## config.mk

```make
export PLATFORM = sky130hd
export DESIGN_NAME = scarv_cop_dispatch
export DESIGN_NICKNAME = d
export VERILOG_FILES = /design/src/rtl/scarv_cop_dispatch.sv
export SDC_FILE = /design/constraint.sdc
export NUM_CORES = 1
export LEC_CHECK = 0
export BUFFER_PORTS_ARGS = -buffer_cell sky130_fd_sc_hd__buf_4
export CAP_MARGIN = 20
export CORE_MARGIN = 4
export CORE_UTILIZATION = 46
export DETAILED_ROUTE_END_ITERATION = 8
export PLACE_DENSITY = 0.88
export SLEW_MARGIN = 20
export SYNTH_ARGS = -nofsm -noshare
export SYNTH_HDL_FRONTEND = slang
export SYNTH_SLANG_ARGS = --single-unit
```

## constraint.sdc

```tcl
create_clock -name g_clk -period 2.95 [get_ports g_clk]
set_input_delay 0.295 -clock g_clk [delete_from_list [all_inputs] [get_ports g_clk]]
set_output_delay 0.295 -clock g_clk [all_outputs]
set_load 0.01 [all_outputs]
```

## src/rtl/scarv_cop_dispatch.sv

```systemverilog
// Instruction dispatch controller for the crypto co-processor.
//
// Accepts one encoded ISE instruction at a time from the CPU and presents it
// to the combinational decoder. It then checks the decode result against the
// per-class feature enables and issues the instruction to the functional unit
// selected by the decoded class. It waits for that unit's done strobe or a
// watchdog timeout, then returns a status/result response to the CPU.
//
// Ports:
//   g_clk, g_reset        clock, asynchronous active-high reset
//   cpu_req_*             request handshake from the CPU (encoded instruction)
//   cpu_rsp_*             response handshake to the CPU (status, GPR write)
//   cpu_flush             abandon the in-flight instruction, no response
//   id_*                  decoder interface (encoded out, exception/class in)
//   mccr_en               per-class feature enables
//   fu_ivalid             one-hot issue strobe, bit k = class k
//   fu_done/fu_exception/fu_gpr_*  completion info from the functional units
//
// Every output is a register or a decode of registered state only.

module scarv_cop_dispatch #(
  parameter int unsigned TIMEOUT = 255  // cycles to wait for fu_done, 1..255
) (
  input  logic        g_clk,
  input  logic        g_reset,
  input  logic        cpu_req_valid,
  output logic        cpu_req_ready,
  input  logic [31:0] cpu_req_encoded,
  output logic        cpu_rsp_valid,
  input  logic        cpu_rsp_ready,
  output logic [2:0]  cpu_rsp_status,
  output logic [31:0] cpu_rsp_wdata,
  output logic        cpu_rsp_wen,
  input  logic        cpu_flush,
  output logic [31:0] id_encoded,
  input  logic        id_exception,
  input  logic [2:0]  id_class,
  input  logic [7:0]  mccr_en,
  output logic [7:0]  fu_ivalid,
  input  logic [7:0]  fu_done,
  input  logic        fu_exception,
  input  logic        fu_gpr_wen,
  input  logic [31:0] fu_gpr_wdata
);

  localparam logic [1:0] StIdle   = 2'd0;
  localparam logic [1:0] StDecode = 2'd1;
  localparam logic [1:0] StExec   = 2'd2;
  localparam logic [1:0] StResp   = 2'd3;

  localparam logic [2:0] StatusOk       = 3'd0;
  localparam logic [2:0] StatusIllegal  = 3'd1;
  localparam logic [2:0] StatusDisabled = 3'd2;
  localparam logic [2:0] StatusFuExc    = 3'd3;
  localparam logic [2:0] StatusTimeout  = 3'd4;

  // Last timer value before the watchdog fires; the timer saturates here.
  localparam logic [7:0] TimerMax = 8'(TIMEOUT - 1);

  logic [1:0]  state_q, state_d;
  logic [31:0] insn_q, insn_d;
  logic [2:0]  cls_q, cls_d;
  logic [7:0]  timer_q, timer_d;
  logic [2:0]  status_q, status_d;
  logic        wen_q, wen_d;
  logic [31:0] wdata_q, wdata_d;

  always_comb begin
    state_d  = state_q;
    insn_d   = insn_q;
    cls_d    = cls_q;
    timer_d  = timer_q;
    status_d = status_q;
    wen_d    = wen_q;
    wdata_d  = wdata_q;

    if (cpu_flush) begin
      // Flush beats every other event, including a request arriving in IDLE.
      state_d = StIdle;
    end else begin
      case (state_q)
        StIdle: begin
          if (cpu_req_valid) begin
            insn_d  = cpu_req_encoded;
            state_d = StDecode;
          end
        end
        StDecode: begin
          if (id_exception) begin
            status_d = StatusIllegal;
            wen_d    = 1'b0;
            wdata_d  = '0;
            state_d  = StResp;
          end else if (!mccr_en[id_class]) begin
            status_d = StatusDisabled;
            wen_d    = 1'b0;
            wdata_d  = '0;
            state_d  = StResp;
          end else begin
            cls_d   = id_class;
            timer_d = '0;
            state_d = StExec;
          end
        end
        StExec: begin
          timer_d = (timer_q == TimerMax) ? timer_q : timer_q + 8'd1;
          // Done is checked first so it wins over a coincident timeout.
          if (fu_done[cls_q]) begin
            status_d = fu_exception ? StatusFuExc : StatusOk;
            wen_d    = fu_gpr_wen & ~fu_exception;
            wdata_d  = (fu_gpr_wen & ~fu_exception) ? fu_gpr_wdata : '0;
            state_d  = StResp;
          end else if (timer_q == TimerMax) begin
            status_d = StatusTimeout;
            wen_d    = 1'b0;
            wdata_d  = '0;
            state_d  = StResp;
          end
        end
        StResp: begin
          if (cpu_rsp_ready) begin
            state_d = StIdle;
          end
        end
        default: state_d = StIdle;
      endcase
    end
  end

  always_ff @(posedge g_clk or posedge g_reset) begin
    if (g_reset) begin
      state_q  <= StIdle;
      insn_q   <= '0;
      cls_q    <= '0;
      timer_q  <= '0;
      status_q <= StatusOk;
      wen_q    <= 1'b0;
      wdata_q  <= '0;
    end else begin
      state_q  <= state_d;
      insn_q   <= insn_d;
      cls_q    <= cls_d;
      timer_q  <= timer_d;
      status_q <= status_d;
      wen_q    <= wen_d;
      wdata_q  <= wdata_d;
    end
  end

  assign cpu_req_ready  = (state_q == StIdle);
  assign cpu_rsp_valid  = (state_q == StResp);
  assign cpu_rsp_status = status_q;
  assign cpu_rsp_wen    = wen_q;
  assign cpu_rsp_wdata  = wdata_q;
  assign id_encoded     = insn_q;
  assign fu_ivalid      = (state_q == StExec) ? (8'd1 << cls_q) : 8'd0;

endmodule

```

Word level (Yosys, flattened, before mapping)
Index checks and enable logic that the tools add are counted.

word-level totals
  register bits = 81

operators by class
  $add $sub $neg = 1
  order comparisons = 2
  reductions and logical operators = 7
  bitwise logic cells = 4
  equality and inequality tests = 12
  shift operators = 1
  muxes and demuxes = 34

operators with widths
  operator                                                                      number
  32-bit 2-to-1 mux                                                             5
  32-bit case mux with 2 select lines                                           1
  8-bit 2-to-1 mux                                                              4
  8-bit case mux with 2 select lines                                            1
  2-bit 2-to-1 mux                                                              6
  3-bit 2-to-1 mux                                                              4
  8-bit by 1-bit adder with 8-bit output, second input constant                 1
  8-bit == test, second input constant                                          1
  3-bit by 4-bit less-than comparator with 1-bit output, second input constant  2
  1-bit 2-to-1 mux                                                              8
  2-bit case mux with 4 select lines                                            1
  4-bit AND reduction                                                           2
  1-bit by 3-bit left shift with 8-bit output, first input constant             1
  1-bit binary-select mux with 3-bit select                                     2
  2-bit != test, second input constant                                          3
  3-bit != test, second input constant                                          2
  3-bit case mux with 2 select lines                                            1
  3-bit AND reduction                                                           2
  5-bit AND reduction                                                           1
  2-bit == test, second input constant                                          2
  4-bit != test, second input constant                                          1
  3-bit by 1-bit != test with 1-bit output, second input constant               1
  3-bit by 2-bit != test with 1-bit output, second input constant               1
  1-bit NOT                                                                     3
  other kinds (5)                                                               5

Depth between registers and ports, before layout
  depth in word-level cells = 6
  gate-level depth with buffers = 8
  depth with buffers taken out = 7

Least setup slack after synthesis
No wires, ideal clock.

  path type = register to output
  from = reg state_q[0]
  to = out fu_ivalid[4]
  stages on the path, launching flop included = 7
  arrival time = 1.661 ns
  path slack = 0.994 ns
  path buffers = 2
  path through = dfrtp_1 > inv_1 > ha_1 > clkbuf_1 > clkbuf_1 > nand2_1 > nor3_1

between the ends
  cells in the longest elaborated chain, start to end = 2

RTL lines
  item                      RTL line  RTL
  start: declaration        60        logic [1:0] state_q, state_d;
  start signal: assignment  132       state_q <= StIdle;
  start signal: assignment  140       state_q <= state_d;
  2-bit == test             156       assign fu_ivalid = (state_q == StExec) ? (8'd1 << cls_q) : 8'd0;
  8-bit 2-to-1 mux          156
  end: declaration          39        output logic [7:0] fu_ivalid,

Every way passes these cells.

Final worst setup path
  from = reg state_q[0]
  to = reg timer_q[3]

between the ends
  cells in the longest elaborated chain, start to end = 3
  elaborated cells between the ends (all ways) = 8
  classes of those cells = eq/ne: 5; mux: 1; reduce/logical: 2

RTL lines
  item                                                                              RTL line  RTL
  2-bit == test / 2-bit by 1-bit == test with 1-bit output (equally long branches)  81        case (state_q)
  2-bit != test (no source line) / 2-bit nonzero test (equally long branches)       n/a
  5-bit AND reduction (no source line)                                              n/a
  end signal: assignment                                                            143       timer_q <= timer_d;
  end: declaration                                                                  63        logic [7:0] timer_q, timer_d;

Several ways; a longest one is shown, not always the timed one.
A chain may end at the register's enable or synchronous reset.

==> key figures <==
Run status
  • Outcome: complete, no violations

Yosys
  • Top cells by count, synth: dfrtp_1, a22o_1, mux2_2
  • Top_reg_cell synth: dfrtp_1
  • Synth Register Bits: 81
  • Synth Instances: 273
  • Sequential area share after synthesis: 56.6%
  • Top cell type's share of synthesized area: 56.6%
  • Synth Cell Area: 3580 um2
  • Syn nets: 370
  • Most common cell in the netlist: dfrtp_1
  • Ys Warns: 0
  • Post-synth EDFFs: 0
  • Largest area contributor in the netlist: dfrtp_1
  • Distinct cell type count after synthesis: 41
  • Synth Area per Inst: 13.1 um2
  • Top post-synthesis cells by area: dfrtp_1, mux2_2, a22o_1
  • Async S/R FF share, synth: 100%

Detailed routing
  • Initial DRC count: 163
  • DRC Markers: 0
  • WL per Instance: 16.2 um
  • Routed WL: 8810 um
  • Via Count: 2,846
  • Final ANT Viol Nets: 0
  • DR vias/cell: 5.23
  • TritonRoute pass-1 iters: 4

STA
  • Hold slack: 0.0171 ns
  • RSZ-0062 raised after global routing: false
  • Setup violators final: 0
  • Period Utilization, post-route: 82.7%
  • Max-slew headroom: 51.2%
  • Worst-Margin Slew: 0.731 ns
  • Setup TNS Final: 0 ns
  • Worst Skew: 0.0130 ns
  • Achievable Freq: 410 MHz
  • Final Hold Vio Count: 0
  • Final max-slew violation count: 0
  • Minimum clock period: 2.44 ns

CTS
  • # hold bufs at CTS: 0
  • Clock Pin Slew Worst Setup and Hold Paths: 0.08 ns
  • Post-CTS Setup Bufs: 0
  • Clk Latency, worst-skew pair: 0.35 ns
  • Clock Tree Root: clkbuf_8
  • CTS resizes: 0
  • H-tree depth: 3
  • TritonCTS clock tree: yes
  • Clock sink count: 81
  • Clock Path Buffers: 2
  • Num CTS Buffers: 9

Setup path
  • Data arrival, critical path: 2.72 ns
  • Worst setup path category: flop to flop
  • Top delay family on crit path: compound AO/OA/AOI/OAI gates
  • Reg-to-reg endpoint: timer_q[3]$_DFFE_PP0P_
  • Worst reg2reg path depth: 7
  • Critical path fanouts, max: 16
  • Worst path slowest cell: or4b_1
  • Buf+Inv Stages, Crit Path: 1
  • Setup crit end kind: flop
  • Type of element launching the critical path: flop
  • Worst flop-to-flop path startpoint: state_q[0]$_DFFE_PP0P_
  • Critical path's largest stage delay: 0.56 ns
  • R2R setup slack: 0.51 ns
  • WP data required: 3.23 ns
  • Crit-path cells: inv_1 > ha_1 > o21bai_1 > a311oi_1 > a31oi_4 > or4b_1 > nand3_1

Power and ir drop
  • Leak Pwr: 0.00254 uW
  • VDD IR max: 0.000397 V
  • Power per Cell Area: 796 nW/um2

Global routing
  • Busiest grt layer: met2
  • Vias in the first global route: 2,858
  • Met2 usage: 32.3%
  • GR Layer Usage met1: 22.6%
  • GRT Total Usage: 18.9%
  • Final global-route overflow total: 0
  • First-pass GRT wire length: 13,500 um
  • Met3 usage in global routing: 5.79%
  • Largest net degree at the start of global routing: 82
  • Antenna violations before repair: 0

Place
  • DP Area: 4910 um2
  • HPWL Detailed: 6750 um
  • Port bufs: 168
  • Placer Congestion: 0.788

Finish
  • Antenna cell count: 0
  • Layout cells sized above 1: 50.1%
  • Final nets: 537
  • Design area: 5130 um2
  • Register area: 2030 um2
  • Area delta synth->final: 43.3%
  • Number of fill cells: 531
  • Multi-input gate area: 1440 um2

Worst hold path
  • HP Class: input port to async pin

Floorplan
  • Starting density of the core: 48.3%
  • Die extent in x: 96.2 um
  • Core Area: 7410 um2
  • Row cnt: 31
  • Die area: 9250 um2
  • Die height: 96.2 um
  • Boundary pin count: 169

Job
  • Max-cap violations: 0
[kinds of logic (layout without fill, tap and decap cells)]
group,Yosys count,after routing,share of synthesized area (%)
DFF,81,81,56.6
and+or+nand+nor,69,69,10.9
AOI/OAI and AO/OA,54,54,13.3
muxes,43,43,14.0
buffers and inverters,20,192,3.18
adders and majority gates,6,6,2.10
[metrics by stage]
step / power [uW] / util [%] / setup slack (ns) / std cells
5_1_grt: 4340 / 69.2 / 0.332 / 544
6_report: 4080 / 69.2 / 0.510 / 544
3_3_place_gp: 3180 / 66.3 / 0.717 / 528
3_5_place_dp: 3260 / 66.3 / 0.515 / 528
4_1_cts: 4140 / 69.2 / 0.505 / 544
2_1_floorplan: 2520 / - / 0.575 / 273
[registers in the layout (all words and copies together) (netlist names)]
signal / cells
timer_q: 8
cls_q: 3
id_encoded: 32
cpu_rsp_wen: 1
state_q: 2
cpu_rsp_wdata: 32
cpu_rsp_status: 3
[layout make-up]
class / instances / area share, %
multi-input combinational: 172 / 28.0
inverter: 4 / 0.317
sequential: 81 / 39.5
tap: 99 / 2.42
timing repair buffer: 172 / 25.4
clock inverter: 6 / 1.76
clock buffer: 10 / 2.49
[metal layers]
layer	up-vias	share of wire, %
li1	1339	-
met4	0	1.7
met2	116	50
met1	1380	39
met5	-	0
met3	11	9.7
[layout by cell type, fill, tap and decap left out, types with 4 or more instances in the layout]
cell,instances
o21ai_0,4
nor3_1,4
nand3_1,12
mux2_2,26
nor2_1,9
ha_1,6
mux2i_1,6
clkbuf_8,9
or4b_1,4
buf_4,171
a22o_1,33
nand2_1,17
dfrtp_1,81
mux2_1,9
nand2b_1,9
[worst register-to-register path, delay by kind of cell (launching register included)]
| kind | cells | cell delay, ns |
|---|---|---|
| AOI/OAI and AO/OA | 3 | 0.76 |
| adders and majority gates | 1 | 0.41 |
| buffers and inverters | 1 | 0.11 |
| DFF | 1 | 0.43 |
| and+or+nand+nor | 2 | 0.67 |
[where the power goes]
group | switching [uW] | total, uW | leakage, uW | internal, uW
Sequential | 231 | 1670 | 0.00105 | 1440
Combinational | 713 | 1540 | 0.00139 | 824
Clock | 389 | 870 | 0.000107 | 481
[worst max path at each step]
| stage | start | endpoint | slack, ns | cells past startpoint |
|---|---|---|---|---|
| detailed placement | state_q[0]$_DFFE_PP0P_ | timer_q[3]$_DFFE_PP0P_ | 0.52 | 7 |
| finish | state_q[0]$_DFFE_PP0P_ | timer_q[3]$_DFFE_PP0P_ | 0.51 | 7 |
| global placement | state_q[0]$_DFFE_PP0P_ | timer_q[6]$_DFFE_PP0P_ | 0.72 | 7 |
| CTS | state_q[0]$_DFFE_PP0P_ | timer_q[3]$_DFFE_PP0P_ | 0.51 | 7 |
| floorplan | g_reset | cls_q[0]$_DFFE_PP0P_ | 0.57 | 1 |
| global route | state_q[0]$_DFFE_PP0P_ | timer_q[4]$_DFFE_PP0P_ | 0.33 | 7 |
(Power assumes the default switching activity.)
